`src/rtl/mesm6_mem_arbiter.sv`:
```
// mesm6_mem_arbiter: shares one memory port between the CPU instruction bus
// (ibus) and data bus (dbus). Simultaneous requests alternate between the two
// buses, starting with dbus after reset. Every access is a single registered
// memory transaction, followed by a one-cycle done pulse on the granted bus.
//
// Optional feature: define MESM6_ARB_IFETCH_CACHE_EN to add a one-entry
// instruction-word buffer. A repeated fetch of the same address is then
// answered without a memory access. A dbus write to that address invalidates
// the buffer.
module mesm6_mem_arbiter (
  input  logic        clk,
  input  logic        reset,
  // instruction bus
  input  logic        ibus_fetch,
  input  logic [14:0] ibus_addr,
  output logic [47:0] ibus_input,
  output logic        ibus_done,
  // data bus
  input  logic        dbus_read,
  input  logic        dbus_write,
  input  logic [14:0] dbus_addr,
  input  logic [47:0] dbus_output,
  output logic [47:0] dbus_input,
  output logic        dbus_done,
  // memory port
  output logic        mem_read,
  output logic        mem_write,
  output logic [14:0] mem_addr,
  output logic [47:0] mem_wdata,
  input  logic [47:0] mem_rdata,
  input  logic        mem_ready
);

  typedef enum logic [1:0] {IDLE, I_ACC, D_ACC, RESP} state_t;
  typedef enum logic {GNT_IBUS, GNT_DBUS} grant_t;

  state_t r_state;
  state_t w_next_state;
  grant_t r_last_grant;
  logic   r_resp_dbus;   // which bus receives the done pulse in RESP

  logic   w_dbus_req;
  logic   w_pick_dbus;
  logic   w_pick_ibus;
  logic   w_hit;
  logic   w_acc_done;

`ifdef MESM6_ARB_IFETCH_CACHE_EN
  logic        r_ic_valid;
  logic [14:0] r_ic_tag;
  logic [47:0] r_ic_data;
`endif

  // State register.
  // NOTE: sequential state uses non-blocking (<=) assignments so that every
  // register samples values from before the clock edge.
  always_ff @(posedge clk or negedge reset) begin
    if (!reset) r_state <= IDLE;
    else        r_state <= w_next_state;
  end

  // Arbitration decision and next-state logic.
  always_comb begin
    // NOTE: every signal gets a default before the case statement. This
    // keeps each path fully assigned and prevents inferred latches.
    w_next_state = r_state;
    w_dbus_req   = dbus_read | dbus_write;
    w_pick_dbus  = 1'b0;
    w_pick_ibus  = 1'b0;
    w_hit        = 1'b0;
    w_acc_done   = 1'b0;
    case (r_state)
      IDLE: begin
        // On a tie, the bus that did not win last time gets the grant.
        w_pick_dbus = w_dbus_req & (~ibus_fetch | (r_last_grant == GNT_IBUS));
        w_pick_ibus = ibus_fetch & ~w_pick_dbus;
`ifdef MESM6_ARB_IFETCH_CACHE_EN
        w_hit       = w_pick_ibus & r_ic_valid & (r_ic_tag == ibus_addr);
`endif
        if (w_pick_dbus)      w_next_state = D_ACC;
        else if (w_hit)       w_next_state = RESP;
        else if (w_pick_ibus) w_next_state = I_ACC;
      end
      I_ACC, D_ACC: begin
        // The access completes even if the requester has already dropped its request.
        if (mem_ready) begin
          w_acc_done   = 1'b1;
          w_next_state = RESP;
        end
      end
      RESP:    w_next_state = IDLE;
      default: w_next_state = IDLE;
    endcase
  end

  // Registered memory strobes, address/data latches, grant history and read data capture.
  always_ff @(posedge clk or negedge reset) begin
    if (!reset) begin
      r_last_grant <= GNT_IBUS;
      r_resp_dbus  <= 1'b0;
      mem_read     <= 1'b0;
      mem_write    <= 1'b0;
      mem_addr     <= '0;
      mem_wdata    <= '0;
      ibus_input   <= '0;
      dbus_input   <= '0;
`ifdef MESM6_ARB_IFETCH_CACHE_EN
      // NOTE: only the valid bit needs a reset to keep the buffer correct.
      // Tag and data are reset as well so that the outputs are free of X
      // after reset.
      r_ic_valid   <= 1'b0;
      r_ic_tag     <= '0;
      r_ic_data    <= '0;
`endif
    end else begin
      if (r_state == IDLE) begin
        if (w_pick_dbus) begin
          // A request with both read and write high is treated as a write.
          mem_write    <= dbus_write;
          mem_read     <= ~dbus_write;
          mem_addr     <= dbus_addr;
          mem_wdata    <= dbus_output;
          r_last_grant <= GNT_DBUS;
          r_resp_dbus  <= 1'b1;
        end else if (w_pick_ibus) begin
          r_resp_dbus  <= 1'b0;
`ifdef MESM6_ARB_IFETCH_CACHE_EN
          if (w_hit) begin
            ibus_input   <= r_ic_data;
          end else begin
            mem_read     <= 1'b1;
            mem_addr     <= ibus_addr;
            r_last_grant <= GNT_IBUS;
          end
`else
          mem_read     <= 1'b1;
          mem_addr     <= ibus_addr;
          r_last_grant <= GNT_IBUS;
`endif
        end
      end

      if (w_acc_done) begin
        mem_read  <= 1'b0;
        mem_write <= 1'b0;
        if (r_state == I_ACC) begin
          ibus_input <= mem_rdata;
`ifdef MESM6_ARB_IFETCH_CACHE_EN
          r_ic_valid <= 1'b1;
          r_ic_tag   <= mem_addr;
          r_ic_data  <= mem_rdata;
`endif
        end else begin
          // On a write, the memory's read data is not meaningful, so dbus_input is kept.
          if (!mem_write) dbus_input <= mem_rdata;
`ifdef MESM6_ARB_IFETCH_CACHE_EN
          if (mem_write && (mem_addr == r_ic_tag)) r_ic_valid <= 1'b0;
`endif
        end
      end
    end
  end

  // One-cycle done pulse, decoded from the registered state.
  always_comb begin
    ibus_done = (r_state == RESP) & ~r_resp_dbus;
    dbus_done = (r_state == RESP) &  r_resp_dbus;
  end

endmodule

```
`config.mk`:
```
export PLATFORM = sky130hd
export DESIGN_NAME = mesm6_mem_arbiter
export DESIGN_NICKNAME = d
export VERILOG_FILES = /design/src/rtl/mesm6_mem_arbiter.sv
export SDC_FILE = /design/constraint.sdc
export NUM_CORES = 1
export LEC_CHECK = 0
export CAP_MARGIN = 20
export CORE_MARGIN = 2
export CORE_UTILIZATION = 45
export CTS_CLUSTER_SIZE = 12
export DETAILED_ROUTE_END_ITERATION = 16
export PLACE_DENSITY = 0.86
export SYNTH_ARGS = -nofsm -noshare
export SYNTH_HDL_FRONTEND = slang
export SYNTH_SLANG_ARGS = --single-unit
```
`constraint.sdc`:
```
create_clock -name clk -period 5.2 [get_ports clk]
set_input_delay 0.78 -clock clk [delete_from_list [all_inputs] [get_ports clk]]
set_output_delay 0.78 -clock clk [all_outputs]
set_load 0.02 [all_outputs]
```
== Yosys cells after proc, flatten, opt, wreduce, memory -nomap -nowiden ==
Cells that the tools add are included.
Cells by class
  equal/unequal tests: 5
  multiplexer cells: 19
  bitwise logic cells: 12
  reduce and logical (&&, ||, !) cells: 13
Operator list (number)
  $mux W15: 2
  $mux W1: 13
  $reduce_and A2 Y1: 6
  $mux W2: 3
  $not A1 Y1: 6
  $pmux W2 S3: 1
  $reduce_bool A2 Y1: 3
  $and A1 B1 Y1: 4
  $eq A2 B2 Y1 const B: 2
  $ne A3 B3 Y1 const B: 1
  $reduce_and A3 Y1: 1
  $reduce_bool A3 Y1: 1
  $eq A2 B1 Y1 const B: 1
  $logic_not A2 Y1: 1
  $ne A2 B2 Y1 const B: 1
  $or A1 B1 Y1: 2
  $reduce_or A2 Y1: 1
Storage, ports and cells
  register bits after elaboration: 164
  input bits: 132
  word-level logic and storage cells: 57

== Longest topological paths before layout ==
  word-level depth: 10
  gate-level depth with buffers: 7
  depth with buffers taken out: 5

== Worst setup path before layout ==
Ideal clock, no wire load.
  path kind: input to register
  start point: in mem_ready
  end point: reg dbus_input[27]
  setup time: 0.128 ns
  data arrival time: 1.716 ns
  setup slack: 3.356 ns
  cell stages on the path: 5
  cells stage by stage: nand2_1 nor3_2 buf_2 buf_4 mux2_1
On the way
  word-level cells in the longest chain between the ends: 3
RTL lines
  from (decl): line 31  | input logic mem_ready
  $mux W1: line 86  | if (mem_ready) begin
  $mux W1: line 72  | case (r_state)
  $reduce_and A3 Y1 (no line)
  to (signal assigned): line 155  | if (!mem_write) dbus_input <= mem_rdata;
  to (decl): line 23  | output logic [47:0] dbus_input,
No other way between the ends.
A chain may end at the register's enable or synchronous reset.

== Worst setup path after layout ==
  start point: reg r_state[0]
  end point: reg mem_wdata[27]
On the way
  word-level cells in the longest chain between the ends: 3
RTL lines
  from (decl): line 37  | state_t r_state;
  from (signal assigned): line 59  | else r_state <= w_next_state;
  $logic_not A2 Y1 *: line 72, 116
  $mux W1: line 72
  $reduce_and A2 Y1 (no line) *
  to (signal assigned): line 122  | mem_wdata <= dbus_output;
  to (decl): line 29  | output logic [47:0] mem_wdata,
Mark *: on every way between the ends. The rest lies on a longest branch, timed or not.

==> impl_metrics.yaml <==
status:
  status: "completed"
timing:
  setup_ws_ns: 2.23
  hold_viol_final: 0
  holdWs_ns: 0.325
  setup_viol: 0
  slew_headroom_pct: 36.4
  slew_viol_final: 0
  worst_pin_slew_ns: 0.951
  max_freq_mhz: 337
  rsz0062_at_grt: "no"
  final.setup.tns_ns: 0
  post-route-period-util_pct: 57.1
  final.min_clock_period_ns: 2.97
  fin_skew_ns: 0.00383
floorplanning:
  num_io_pins: 295
  start_util_pct: 46.0
  die_h_microns: 123
  dieArea_sq_mm: 0.0152
  dieWidth_microns: 123
  core-area_sq_mm: 0.0139
  placementRows: 43
power_and_ir_drop:
  p_int_mw: 4.47
  irDropWorstVdd_uv: 373
  p_leak_nw: 4.25
  powerDensity_mw_per_mm2: 694
  switching_power_mw: 2.58
  switching_share_pct: 36.6
  clkPwrFrac_pct: 18.3
  p_total_mw: 7.05
  seq_power_share_pct: 32.5
  pwr-share-comb_pct: 49.2
grt:
  grt_max_degree: 59
  track_usage_pct: 22.3
  grt-ovfl-total: 0
  grt_antenna_before_repair: 0
  grt_pass1_vias: 4799
  grt_pass1_wl_mm: 25.3
placement:
  dpl.hpwl_mm: 12.4
  gp_congestion: 0.760
  dpl_cell_area_sq_mm: 0.00951
  port_buffers: 294
  post-place-ws_ns: 1.98
  dp_cells: 881
synth:
  yosys_register_bits: 164
  synth_area_per_cell_sq_um: 15.1
  synth_flop_cell: "dfrtp_1"
  seq_area_frac_synth_pct: 64.2
  syn_inst: 423
  synth_area_sq_mm: 0.00639
  synth_edf_count: 0
  netlist_top_cells_area: "dfrtp_1 (64%), mux2_1 (25%), o31ai_1 (1.9%), a21oi_1 (1.3%), nand2_1 (1.2%)"
  synth_cell_types: 27
  ys.warnings.count: 0
  yosysTopAreaCell: "dfrtp_1"
  synth_fp_nets: 558
  async_flop_share_pct: 100
  synth_top_area_share_pct: 64.2
routing:
  dr.pass1.iters: 4
  viasPerCell: 4.93
  antenna_left: 0
  wirelength_mm: 16.8
  drc: 0
  vias: 4504
  detail_route.wl_per_cell_microns: 18.3
  drt_iter0_drc: 175
setup_path:
  path_max_fanout: 28
  r2r-end: "mem_wdata[27]"
  r2r_start: "r_state[0]"
  reg2reg_slack_ns: 2.23
  cp_data_arrival_time_ns: 3.26
  critical_path_class: "register to register"
  cp.required_ns: 5.49
  worstRegToRegCells: 6
  crit_path_end_kind: "register"
  cp-start-kind: "register"
  startpoint: "r_state[0]"
cells_and_area:
  layout-drive-gt1-share_pct: 6.13
  fin_nets: 856
  fin_util_pct: 73.1
  layout_common_cells: "clkdlybuf4s50_1 (293), dfrtp_1 (164), mux2_1 (144), nand2_1 (20)"
  instances_no_fill: 914
  syn_to_final_growth_pct: 58.7
  layout_commonest_cell: "clkdlybuf4s50_1"
  design_area_sq_mm: 0.0101
  fillers: 888
  diodes: 0
cts:
  cts_buffer_depth: 2
  postCtsResizedCells: 0
  insertion_delay_ns: 0.41
  ctsHoldBuffers: 0
  cts_setup_buffers: 0
  clk_pin_slew_ns: 0.06
  cts_sinks: 164
  cts_tree: "yes"
  h-tree-depth: 4
  numCtsBuffers: 17
  cts_root_buf: "clkbuf_16"
worst_hold_path:
  hold_path.class: "input port to asynchronous set/reset pin"
run:
  drv_cap: 0
-- sequential cells by signal (all words and copies together), names as in the netlist --
name / cells
mem_addr: 15
r_state: 2
mem_wdata: 48
mem_read: 1
ibus_input: 48
r_resp_dbus: 1
dbus_input: 48
mem_write: 1
-- power by group through the flow --
stage	combinational, mW	clock, mW	sequential [mW]
6_report	3.47	1.29	2.29
5_1_grt	3.69	1.38	2.36
4_1_cts	3.50	1.32	2.29
3_5_place_dp	3.48	0	2.31
3_3_place_gp	3.38	0	2.26
2_1_floorplan	0.981	0	3.05
-- worst max-delay path by stage --
stage	end	slack, ns	cells past startpoint
after floorplan	dbus_input[27]	3.36	5
after global placement	mem_wdata[4]	2.10	5
after detailed placement	dbus_input[13]	1.98	5
after CTS	mem_wdata[6]	2.24	6
after global routing	mem_wdata[39]	2.05	6
final	mem_wdata[27]	2.23	6
-- worst max-delay path: stages (launching register included) --
cell	delay [ns]
dfrtp_1	0.42
inv_1	0.07
ha_1	0.75
inv_1	0.20
nor2_4	0.55
buf_4	0.47
mux2_1	0.37
-- synth_stat cells (all sizes together), types with 3 or more instances --
master and count:
dfrtp 164, mux2 144, a21oi 17, buf 18, o31ai 16, o21ai 3, nand2 20, ha 3
nor2 16, clkbuf 4, inv 3
-- final cells by class --
cell class	count	area (sq um)	share of cell area, %
inverters	3	11.3	0.111
flip-flops and latches	164	4100	40.5
clock inverters	11	150	1.48
clock buffers	21	470	4.64
well taps	180	225	2.22
repair buffers	301	3000	29.6
multi-input cells	234	2180	21.5
-- metal layers --
| layer | track usage (%) | part of all wire (%) | up-vias | wire length (microns) |
|---|---|---|---|---|
| met5 | 0 | 0 | - | 0 |
| met3 | 7.66 | 8.9 | 28 | 1490 |
| met4 | 9.38 | 2.4 | 0 | 401 |
| met2 | 37.7 | 51 | 202 | 8520 |
| met1 | 25.7 | 38 | 2183 | 6340 |
| li1 | - | - | 2091 | - |
-- cell families (layout without fill, tap and decap cells) --
group / after synthesis / after routing / synth area share (%)
multiplexers: 144 / 144 / 25.4
buffers and inverters: 25 / 336 / 2.19
flip-flops: 164 / 164 / 64.2
AO/OA/AOI/OAI: 42 / 42 / 4.64
adder cells (fa/ha/maj): 3 / 3 / 0.587
AND/OR/NAND/NOR: 45 / 45 / 3.00
Note: power is estimated with default switching activity, not from simulation.
